### config.mk
export PLATFORM = sky130hd
export DESIGN_NAME = vga_frame_reader_flat
export DESIGN_NICKNAME = d
export VERILOG_FILES = /design/src/rtl/vga_timing_pkg.sv /design/src/rtl/vga_frame_reader_if.sv /design/src/rtl/vga_timing_gen.sv /design/src/rtl/vga_frame_reader.sv /design/src/flat_wrapper.sv
export SDC_FILE = /design/constraint.sdc
export NUM_CORES = 1
export LEC_CHECK = 0
export CAP_MARGIN = 10
export CELL_PAD_IN_SITES_DETAIL_PLACEMENT = 0
export CELL_PAD_IN_SITES_GLOBAL_PLACEMENT = 1
export CORE_MARGIN = 2
export CORE_UTILIZATION = 41
export DETAILED_ROUTE_END_ITERATION = 8
export GPL_TIMING_DRIVEN = 0
export PLACE_DENSITY_LB_ADDON = 0.1
export SETUP_SLACK_MARGIN = 0.05
export SYNTH_ARGS = -nofsm -noshare
export SYNTH_HDL_FRONTEND = slang
export SYNTH_SLANG_ARGS = --single-unit
### constraint.sdc
create_clock -name sys_clk -period 2.3 [get_ports sys_clk]
set_input_delay 0.69 -clock sys_clk [delete_from_list [all_inputs] [get_ports sys_clk]]
set_output_delay 0.69 -clock sys_clk [all_outputs]
set_load 0.005 [all_outputs]
### src/rtl/vga_timing_pkg.sv
// Shared 640x480@60 timing constants, widths and inter-block types
// for the VGA frame reader and its timing generator.
package vga_timing_pkg;

    localparam int H_ACTIVE = 640;
    localparam int H_FP     = 16;
    localparam int H_SYNC   = 96;
    localparam int H_BP     = 48;
    localparam int H_TOTAL  = H_ACTIVE + H_FP + H_SYNC + H_BP;

    localparam int V_ACTIVE = 480;
    localparam int V_FP     = 10;
    localparam int V_SYNC   = 2;
    localparam int V_BP     = 33;
    localparam int V_TOTAL  = V_ACTIVE + V_FP + V_SYNC + V_BP;

    localparam int H_SYNC_START = H_ACTIVE + H_FP;
    localparam int H_SYNC_END   = H_SYNC_START + H_SYNC - 1;
    localparam int V_SYNC_START = V_ACTIVE + V_FP;
    localparam int V_SYNC_END   = V_SYNC_START + V_SYNC - 1;

    localparam int FRAME_PIXELS = 307200;

    localparam int ADDR_W  = 19;
    localparam int COLOR_W = 12;
    localparam int CNT_W   = 10;

    typedef logic [ADDR_W-1:0]  addr_t;
    typedef logic [COLOR_W-1:0] rgb_t;
    typedef logic [CNT_W-1:0]   cnt_t;

    typedef struct packed {
        logic pix_ce;
        logic active;
        logic hsync_n;
        logic vsync_n;
        logic frame_last;
        cnt_t hcnt;
        cnt_t vcnt;
    } vga_timing_t;

    // Eight 80-pixel colour bars, left to right.
    function automatic rgb_t bar_color(input cnt_t x);
        rgb_t c;
        if (x < 10'd80)       c = 12'hFFF;
        else if (x < 10'd160) c = 12'hFF0;
        else if (x < 10'd240) c = 12'h0FF;
        else if (x < 10'd320) c = 12'h0F0;
        else if (x < 10'd400) c = 12'hF0F;
        else if (x < 10'd480) c = 12'hF00;
        else if (x < 10'd560) c = 12'h00F;
        else                  c = 12'h000;
        return c;
    endfunction

endpackage

### src/rtl/vga_frame_reader_if.sv
// Frame-buffer read port and VGA connector signals of the frame reader.
// master = frame reader side, slave = memory/connector side.
interface vga_frame_reader_if;
    import vga_timing_pkg::*;

    addr_t      raddr_vga;
    rgb_t       rdata_vga;
    logic       hsync;
    logic       vsync;
    logic [3:0] vga_r;
    logic [3:0] vga_g;
    logic [3:0] vga_b;
    logic       frame_start;

    modport master (
        output raddr_vga,
        input  rdata_vga,
        output hsync,
        output vsync,
        output vga_r,
        output vga_g,
        output vga_b,
        output frame_start
    );

    modport slave (
        input  raddr_vga,
        output rdata_vga,
        input  hsync,
        input  vsync,
        input  vga_r,
        input  vga_g,
        input  vga_b,
        input  frame_start
    );

endinterface

### src/rtl/vga_timing_gen.sv
// Pixel-rate divider, horizontal/vertical counters, active window
// and raw active-low sync for the VGA frame reader.
module vga_timing_gen
    import vga_timing_pkg::*;
#(
    parameter int CLK_DIV  = 4,
    parameter int H_ACT    = H_ACTIVE,
    parameter int H_FPORCH = H_FP,
    parameter int H_SYNCW  = H_SYNC,
    parameter int H_BPORCH = H_BP,
    parameter int V_ACT    = V_ACTIVE,
    parameter int V_FPORCH = V_FP,
    parameter int V_SYNCW  = V_SYNC,
    parameter int V_BPORCH = V_BP
) (
    input  logic        sys_clk,
    input  logic        rst,
    output vga_timing_t tim_o
);

    localparam int DIV_W = (CLK_DIV > 1) ? $clog2(CLK_DIV) : 1;
    localparam int HT  = H_ACT + H_FPORCH + H_SYNCW + H_BPORCH;
    localparam int VT  = V_ACT + V_FPORCH + V_SYNCW + V_BPORCH;
    localparam int HS0 = H_ACT + H_FPORCH;
    localparam int HS1 = HS0 + H_SYNCW - 1;
    localparam int VS0 = V_ACT + V_FPORCH;
    localparam int VS1 = VS0 + V_SYNCW - 1;

    logic [DIV_W-1:0] div_q, div_d;
    cnt_t             hcnt_q, hcnt_d;
    cnt_t             vcnt_q, vcnt_d;
    logic             pix_ce;
    logic             line_end;
    logic             last_line;

    assign pix_ce    = (div_q == DIV_W'(CLK_DIV - 1));
    assign line_end  = (hcnt_q == CNT_W'(HT - 1));
    assign last_line = (vcnt_q == CNT_W'(VT - 1));

    always_comb begin
        div_d  = pix_ce ? '0 : div_q + 1'b1;
        hcnt_d = hcnt_q;
        vcnt_d = vcnt_q;
        if (pix_ce) begin
            hcnt_d = line_end ? '0 : hcnt_q + 1'b1;
            if (line_end) begin
                vcnt_d = last_line ? '0 : vcnt_q + 1'b1;
            end
        end
    end

    always_ff @(posedge sys_clk or posedge rst) begin
        if (rst) begin
            div_q  <= '0;
            hcnt_q <= '0;
            vcnt_q <= '0;
        end else begin
            div_q  <= div_d;
            hcnt_q <= hcnt_d;
            vcnt_q <= vcnt_d;
        end
    end

    assign tim_o.pix_ce     = pix_ce;
    assign tim_o.hcnt       = hcnt_q;
    assign tim_o.vcnt       = vcnt_q;
    assign tim_o.frame_last = line_end && last_line;
    assign tim_o.active     = (hcnt_q < CNT_W'(H_ACT)) &&
                              (vcnt_q < CNT_W'(V_ACT));
    assign tim_o.hsync_n    = !((hcnt_q >= CNT_W'(HS0)) &&
                                (hcnt_q <= CNT_W'(HS1)));
    assign tim_o.vsync_n    = !((vcnt_q >= CNT_W'(VS0)) &&
                                (vcnt_q <= CNT_W'(VS1)));

endmodule

### src/rtl/vga_frame_reader.sv
// VGA frame reader: frame-buffer address sequencing plus a one-pixel
// colour/sync output pipeline. Optional colour bars: VGA_TEST_PATTERN_EN.
module vga_frame_reader
    import vga_timing_pkg::*;
#(
    parameter int CLK_DIV  = 4,
    parameter int RD_LAT   = 2,
    parameter int H_ACT    = H_ACTIVE,
    parameter int H_FPORCH = H_FP,
    parameter int H_SYNCW  = H_SYNC,
    parameter int H_BPORCH = H_BP,
    parameter int V_ACT    = V_ACTIVE,
    parameter int V_FPORCH = V_FP,
    parameter int V_SYNCW  = V_SYNC,
    parameter int V_BPORCH = V_BP
) (
    input  logic               sys_clk,
    input  logic               rst,
`ifdef VGA_TEST_PATTERN_EN
    input  logic               test_pattern,
`endif
    vga_frame_reader_if.master bus
);

    localparam int LAST_ADDR = H_ACT * V_ACT - 1;

    if (RD_LAT < 1 || RD_LAT >= CLK_DIV) begin : g_bad_rd_lat
        $error("RD_LAT must lie in 1..CLK_DIV-1");
    end

    vga_timing_t tim;

    vga_timing_gen #(
        .CLK_DIV  (CLK_DIV),
        .H_ACT    (H_ACT),
        .H_FPORCH (H_FPORCH),
        .H_SYNCW  (H_SYNCW),
        .H_BPORCH (H_BPORCH),
        .V_ACT    (V_ACT),
        .V_FPORCH (V_FPORCH),
        .V_SYNCW  (V_SYNCW),
        .V_BPORCH (V_BPORCH)
    ) u_timing (
        .sys_clk (sys_clk),
        .rst     (rst),
        .tim_o   (tim)
    );

    addr_t raddr_q, raddr_d;
    rgb_t  rgb_q, rgb_d;
    rgb_t  pix;
    logic  hs_q, hs_d;
    logic  vs_q, vs_d;
    logic  fs_q, fs_d;
    logic  at_last;

    assign at_last = (raddr_q == ADDR_W'(LAST_ADDR));

    // Stage 0 advances the address; stage 1 captures the pixel just left.
    always_comb begin
        raddr_d = raddr_q;
        rgb_d   = rgb_q;
        hs_d    = hs_q;
        vs_d    = vs_q;
        fs_d    = 1'b0;
        pix     = bus.rdata_vga;
`ifdef VGA_TEST_PATTERN_EN
        if (test_pattern) begin
            pix = bar_color(tim.hcnt);
        end
`endif
        if (tim.pix_ce) begin
            if (tim.frame_last) begin
                raddr_d = '0;
            end else if (tim.active && !at_last) begin
                raddr_d = raddr_q + 1'b1;
            end
            rgb_d = tim.active ? pix : '0;
            hs_d  = tim.hsync_n;
            vs_d  = tim.vsync_n;
            fs_d  = (tim.hcnt == '0) && (tim.vcnt == '0);
        end
    end

    always_ff @(posedge sys_clk or posedge rst) begin
        if (rst) begin
            raddr_q <= '0;
            rgb_q   <= '0;
            hs_q    <= 1'b1;
            vs_q    <= 1'b1;
            fs_q    <= 1'b0;
        end else begin
            raddr_q <= raddr_d;
            rgb_q   <= rgb_d;
            hs_q    <= hs_d;
            vs_q    <= vs_d;
            fs_q    <= fs_d;
        end
    end

    assign bus.raddr_vga   = raddr_q;
    assign bus.hsync       = hs_q;
    assign bus.vsync       = vs_q;
    assign bus.frame_start = fs_q;
    assign {bus.vga_r, bus.vga_g, bus.vga_b} = rgb_q;

endmodule

### src/flat_wrapper.sv
// flat-port wrapper written by rule: the top's interface ports become plain ports
module vga_frame_reader_flat import vga_timing_pkg::*;
#(
    parameter int CLK_DIV  = 4,
    parameter int RD_LAT   = 2,
    parameter int H_ACT    = H_ACTIVE,
    parameter int H_FPORCH = H_FP,
    parameter int H_SYNCW  = H_SYNC,
    parameter int H_BPORCH = H_BP,
    parameter int V_ACT    = V_ACTIVE,
    parameter int V_FPORCH = V_FP,
    parameter int V_SYNCW  = V_SYNC,
    parameter int V_BPORCH = V_BP
)
  (sys_clk, rst, bus_raddr_vga, bus_rdata_vga, bus_hsync, bus_vsync, bus_vga_r, bus_vga_g, bus_vga_b, bus_frame_start);
  vga_frame_reader_if bus_i ();
  input  logic sys_clk;
  input  logic rst;
  output wire logic [$bits(bus_i.raddr_vga)-1:0] bus_raddr_vga;
  input wire logic [$bits(bus_i.rdata_vga)-1:0] bus_rdata_vga;
  output wire logic [$bits(bus_i.hsync)-1:0] bus_hsync;
  output wire logic [$bits(bus_i.vsync)-1:0] bus_vsync;
  output wire logic [$bits(bus_i.vga_r)-1:0] bus_vga_r;
  output wire logic [$bits(bus_i.vga_g)-1:0] bus_vga_g;
  output wire logic [$bits(bus_i.vga_b)-1:0] bus_vga_b;
  output wire logic [$bits(bus_i.frame_start)-1:0] bus_frame_start;
  assign bus_raddr_vga = bus_i.raddr_vga;
  assign bus_i.rdata_vga = bus_rdata_vga;
  assign bus_hsync = bus_i.hsync;
  assign bus_vsync = bus_i.vsync;
  assign bus_vga_r = bus_i.vga_r;
  assign bus_vga_g = bus_i.vga_g;
  assign bus_vga_b = bus_i.vga_b;
  assign bus_frame_start = bus_i.frame_start;
  vga_frame_reader #(.CLK_DIV(CLK_DIV), .RD_LAT(RD_LAT), .H_ACT(H_ACT), .H_FPORCH(H_FPORCH), .H_SYNCW(H_SYNCW), .H_BPORCH(H_BPORCH), .V_ACT(V_ACT), .V_FPORCH(V_FPORCH), .V_SYNCW(V_SYNCW), .V_BPORCH(V_BPORCH)) u_core (.sys_clk(sys_clk), .rst(rst), .bus(bus_i));
endmodule
Yosys cells after proc, flatten, opt, wreduce, memory -nomap -nowiden. Cells that the tools add are included.

Add/sub/neg operators: 4. Order comparisons: 6. Equality and inequality tests: 4. Mux-type cells: 7. Reduce and logical (&&, ||, !) cells: 14.

Operators with widths (number): $mux 19 (2); $add 10x1->10 const B (2); $eq 10x10->1 const B (2); $logic_not 10->1 (2); $mux 10 (2); $add 19x1->19 const B (1); $eq 19x19->1 const B (1); $mux 12 (1); $ge 10x10->1 const B (1); $ge 10x9->1 const B (1); $le 10x10->1 const B (1); $le 10x9->1 const B (1); $lt 10x10->1 const B (1); $lt 10x9->1 const B (1); $logic_and 1x1->1 (6); $reduce_and 2->1 (2); $logic_not 1->1 (3); $add 2x1->2 const B (1); $eq 2x2->1 const B (1); $mux 2 (1); $reduce_bool 2->1 (1); $mux 1 (1).

Register bits after elaboration: 56. Bits of input ports: 14. Output and inout bits: 34. Word-level logic and storage cells: 43.

Longest topological paths before layout. Gate-level depths: netlist (run 1).

Depth in word-level cells: 5. Gate-level depth with buffers: 9. Depth with buffers taken out: 7.

Modules after synthesis. A second synthesis (run 1) with hierarchy kept.

Cells, all modules: 318. Area, all modules: 2956.6 um2.

By module, submodules not included: vga_frame_reader (instances 1, cells an instance 201, area each 1803.0 um2, sequential area each 853.3 um2); vga_timing_gen (instances 1, cells an instance 117, area each 1153.6 um2, sequential area each 550.5 um2).

Least setup slack after synthesis (run 1). OpenSTA, ideal clock, no wires.

Kind: register to register. Start point: register u_core.raddr_q[0] (netlist: u_core.bus.raddr_vga[0]). End point: register u_core.raddr_q[18] (netlist: u_core.bus.raddr_vga[18]). Setup time: 0.124 ns. Arrival time: 1.807 ns. Data required time: 2.176 ns. Setup slack: 0.369 ns. Cell stages (with the launch flop): 8. Buffers on the path: 1. Period minus slack after synthesis: 1.931 ns. Cell sequence: dfrtp_1 -> ha_1 -> and3_1 -> buf_6 -> nand4_4 -> or3_1 -> and3_1 -> a211o_1.

Longest elaborated chain between the ends: 5. Elaborated cells on any way between the ends: 8. Classes of those cells: add/sub (1); eq/ne (1); mux (2); reduce/logical (4).

Ends and longest elaborated chain: start: declaration (RTL line vga_frame_reader.sv:49) `addr_t raddr_q, raddr_d;`; start signal: assignment (RTL line vga_frame_reader.sv:93) `raddr_q <= raddr_d;`; branches (longest 5 deep; another with $add 19x1->19).

Parallel ways; which one is timed is not known. The select of a mux whose other input is x is not followed. A chain may end at the register's enable or synchronous reset.

Worst setup path in the final report (run 1).
Start point: register u_core.u_timing.div_q[0]. End point: register u_core.raddr_q[8] (netlist: u_core.bus.raddr_vga[8]).

Longest elaborated chain between the ends: 2.

Ends and longest elaborated chain: start: declaration (RTL line vga_timing_gen.sv:29) `logic [DIV_W-1:0] div_q, div_d;`; start signal: assignment (RTL line vga_timing_gen.sv:58) `div_q <= div_d;`; $eq 2x2->1 (RTL line vga_timing_gen.sv:36) `assign pix_ce = (div_q == DIV_W'(CLK_DIV - 1));`; $reduce_and 2->1 (no line).

No other way between the ends.

==> results.md, run 1 <==
- Across all setup checks in the final design, the least slack found is 0.176 ns.
- The classification of the worst-slack hold path is reg2reg.
- The switching portion of total power is 0.217.
- The overall die area is 7900 µm².
- The required arrival time at the worst endpoint is 2.50 ns.
- The total overflow left after global routing is 0.
- Setup repair after global routing left no endpoint under its margin.
- The net count of the finished layout is 389.
- The number of flops mapped to enable cells by yosys is 0.
- The setup TNS is 0 ns.
- The CTS tree is yes.
- The worst endpoint data arrival time is approximately 2.3 ns.
- The category of the most critical setup path is reg2reg.
- The routed wire length is just under 7 mm.
- Compared with the post-synthesis result, the final layout area differs by 25.0%.
- In this run the power density over the cells is 444 nW/µm².
- The worst-case headroom to the max-slew limit is 0.693.
- STA classifies the critical path endpoint as a flip-flop.
- The average size of a mapped cell is 9.49 µm².
- The share of total power dissipated in combinational logic is 0.046.
- The fraction of the mapped netlist area in compound gates was 0.147.
- Setup violations remaining at the end of the flow were counted as 0.
- Of the cells placed in the final design, the portion with a size suffix greater than 1 is 0.103.
- The final worst clock skew is 0.0104 ns.
- The number of routed nets with antenna violations is 0.
- The share of the core filled with cells in the final layout is 0.537.
- By area the synthesized netlist is led by dfrtp_1 (46%), nand2_1 (5.7%), o21ai_0 (4.6%), and3_1 (3.4%), ha_1 (2.5%).
- The run finished with clean final reports.
- The buffer levels on the longest clock path is 2.
- The post-synth net total is 331.
- The total area inside the core boundary comes to 6870 µm².
- The die is 88.9 µm tall.
- Counting instances in the post-synthesis netlist gives the leading cell types as dfrtp_1 (54), nand2_1 (45), o21ai_0 (27).
- The launching instance or port of the critical path is u_core.u_timing.div_q[0].
- The reg-to-reg startpoint is u_core.u_timing.div_q[0].
- The site row count is 30.
- The flip-flop and latch count after synthesis is 56.
- The first-pass GRT wire length is 11.2 mm.
- The tree is rooted in a clkbuf_8.
- Of the total synthesized cell area, the portion taken by AND, OR, NAND and NOR gates is 0.267.
- In this run the worst path has a maximum fanout of 10.
- The count of mapped cells out of synthesis is 311.
- The area share of xor/xnor cells in the synthesized design is 0.0267.
- The internal portion of the total power is ~0.0013 W.
- The count of warnings emitted by yosys is 0.
- For the worst-skew pair, the clock arrives at the later sink with an insertion delay of roughly 0.31 ns.
- The leakage power total is 1.66 nW.
- For this run, the register share of the synthesized area comes to 0.475.
- Among all cell types in the netlist, the one instantiated most often is dfrtp_1.
- For this run, asynchronously set or reset flops after synthesis account for 1.00.
- During I/O placement, the number of pins put on the boundary was between 40 and 50.
- The worst vdd rail ir drop is 0.241 mV.
- At the pin with the least slew margin, the transition time is 0.459 ns.
- The share of the clock period used by the worst path is 0.924.
- The net switching power of the design is 0.000356 W.
- The main combinational cell family by area after synthesis is simple AND/OR/NAND/NOR gates.
- The routability congestion estimate is between 0.7 and 0.8.
- The leading area contributor after synthesis is dfrtp_1.
- The number of optimization iterations in the first detailed-route pass is 4.
- The number of clock sinks is 56.
- The via count of the first global-routing pass is around 2300.
- In the routed layout, each cell is associated on average with a via count of 5.23.
- The power share of the sequential group is 0.609.
- The layout has 658 filler cells.
- The total number of vias is 2436.
- The fmax is 471 MHz.
- The effective utilization at floorplan is 0.430.
- The horizontal die dimension is 88.9 µm.
- STA classifies the critical path startpoint as a flip-flop.
- For this run, the leading register cell type out of synthesis is dfrtp_1.
- The detailed placer's ending HPWL is 4.76 mm.
- For this run, the total global-route usage over all layers was measured as 0.181.
- The cell area that synthesis handed to floorplanning was between 2000 and 3000 µm².
- For this run, design rule violations remaining after detail routing come to 0.
- Yosys mapped the design onto 56 distinct sky130hd cell types.
- The number of max-slew violations in the final report came to 0.
- Of the post-synthesis cell area, the part taken by muxes is 0.00339.
- The number of DRC violations after detailed-routing iteration 0 is ~120.
- Of the total power, the clock network draws 0.344.
- The largest net degree at the start of global routing is 38.
- The time the final worst path needs with I/O delays and setup is roughly 2.1 ns.
- The tool flagged a number of max-cap violations equal to 0.
- Buffers placed on the I/O ports in this run total between 40 and 50.
- TritonCTS created 5 clock buffers.
- The initial antenna violation count is 0.
- The H-tree depth is 2.
- Of the total synthesized cell area, the portion taken by full adders, half adders and majority gates is 0.0254.
- The final number of hold-violating endpoints is 0.
- The antenna cell count is 0.
- The clock edge transition at the registers on the reported setup and hold paths is roughly 0.1 ns.
- The worst hold path begins at u_core.u_timing.div_q[0].
- Of the post-synthesis cell area, the dominant cell type holds 0.458.
- The average wire length per cell after detail routing is 14.5 µm.
- At the placement stage, the worst setup path has a slack of 0.160 ns.
[worst max-delay path, cell delays in order (launching register included)]
cell and delay (ns):
dfrtp_1 0.40, ha_1 0.19, buf_2 0.16, nor2b_1 0.14, and3_1 0.16, buf_2 0.20
o21a_2 0.18, buf_6 0.15, and3_1 0.16, a211o_1 0.26
[sequential cells by signal, indices dropped and copies added (netlist names)]
register,cells
u_core.bus.frame_start,1
u_core.bus.hsync,1
u_core.bus.raddr_vga,19
u_core.bus.vsync,1
u_core.rgb_q,12
u_core.u_timing.div_q,2
u_core.u_timing.hcnt_q,10
u_core.u_timing.vcnt_q,10
[cells in the final DEF (no fill, tap or decap), types with 4 or more instances in the layout]
master | netlist | routed
clkbuf_8 | 0 | 6
buf_4 | 2 | 4
a21oi_1 | 7 | 7
o21ai_0 | 27 | 27
clkbuf_1 | 3 | 4
a211o_1 | 7 | 7
nor2b_1 | 4 | 4
nand2_1 | 45 | 45
clkdlybuf4s50_1 | 0 | 47
nor2_1 | 11 | 11
ha_1 | 6 | 6
dfrtp_1 | 54 | 53
nand2b_1 | 4 | 4
nand4_1 | 8 | 8
nand3_1 | 12 | 12
and3_1 | 16 | 16
xnor2_1 | 6 | 6
inv_1 | 20 | 19
nor3_1 | 14 | 14
buf_2 | 5 | 5
[area by class of cell]
class	count	area, µm²	share of cell area
Sequential cell	56	1410	0.381
Multi-Input combinational cell	222	1400	0.380
Timing Repair Buffer	50	505	0.137
Tap cell	96	120	0.0325
Buffer	14	88.8	0.0241
Clock buffer	7	86.3	0.0234
Inverter	20	75.1	0.0203
Clock inverter	1	7.51	0.00203
[final timing paths]
| path | endpoint | slack (ns) | cells after the start |
|---|---|---|---|
| setup / recovery | u_core.bus.raddr_vga[8] | 0.18 | 9 |
| hold / removal | u_core.u_timing.div_q[0] | 0.44 | 1 |
| setup reg to reg | u_core.bus.raddr_vga[8] | 0.18 | 9 |
| hold reg to reg | u_core.u_timing.div_q[0] | 0.44 | 1 |
| max in group asynchronous | u_core.bus.vsync | 0.99 | 3 |
| min in group asynchronous | u_core.bus.raddr_vga[11] | 0.71 | 2 |
[power groups by stage]
stage          Combinational [W]  Clock [W]  Sequential, W
3_3_place_gp           0.0000740          0        0.00102
2_1_floorplan          0.0000212          0        0.00102
5_1_grt                0.0000868   0.000633        0.00100
4_1_cts                0.0000793   0.000586        0.00100
6_report               0.0000763   0.000565        0.00100
3_5_place_dp           0.0000790          0        0.00102
[metal layers]
metal	global-route usage	vias up	routed length [µm]
met4	0.0386	0	29
met1	0.265	1166	3360
met2	0.281	39	3130
met3	0.0345	3	256
li1	-	1228	-
met5	0	-	0
[per-stage QoR]
stage | hold slack (ns) | power, W | std cells | area, µm²
after floorplan | 0.403 | 0.00104 | 311 | 2950
after global placement | 0.415 | 0.00109 | 454 | 3540
after detailed placement | 0.424 | 0.00110 | 455 | 3560
after CTS | 0.440 | 0.00167 | 463 | 3660
after global routing | 0.446 | 0.00172 | 466 | 3690
final | 0.440 | 0.00164 | 466 | 3690
[repair_timing]
action	CTS	global route
resized for setup	0	3
endpoints found under the setup margin	0	8
hold buffers	0	0
buffers inserted	0	2
[kinds of logic (layout without fill, tap and decap cells)]
| group | Yosys count | count (layout) |
|---|---|---|
| adders and majority gates | 6 | 6 |
| xor gates and xnor gates | 9 | 9 |
| and+or+nand+nor | 139 | 139 |
| DFF | 56 | 56 |
| buffers and inverters | 34 | 92 |
| AOI/OAI and AO/OA | 66 | 67 |
| muxes | 1 | 1 |
No activity file was read; power rests on OpenSTA's default activity.
==> run 2: changes to the inputs <==
ABC_CLOCK_PERIOD_IN_PS = 2300   (was unset)
==> results of run 2 <==
Same layout as run 1: the final DEF is identical, and so are final timing and power.
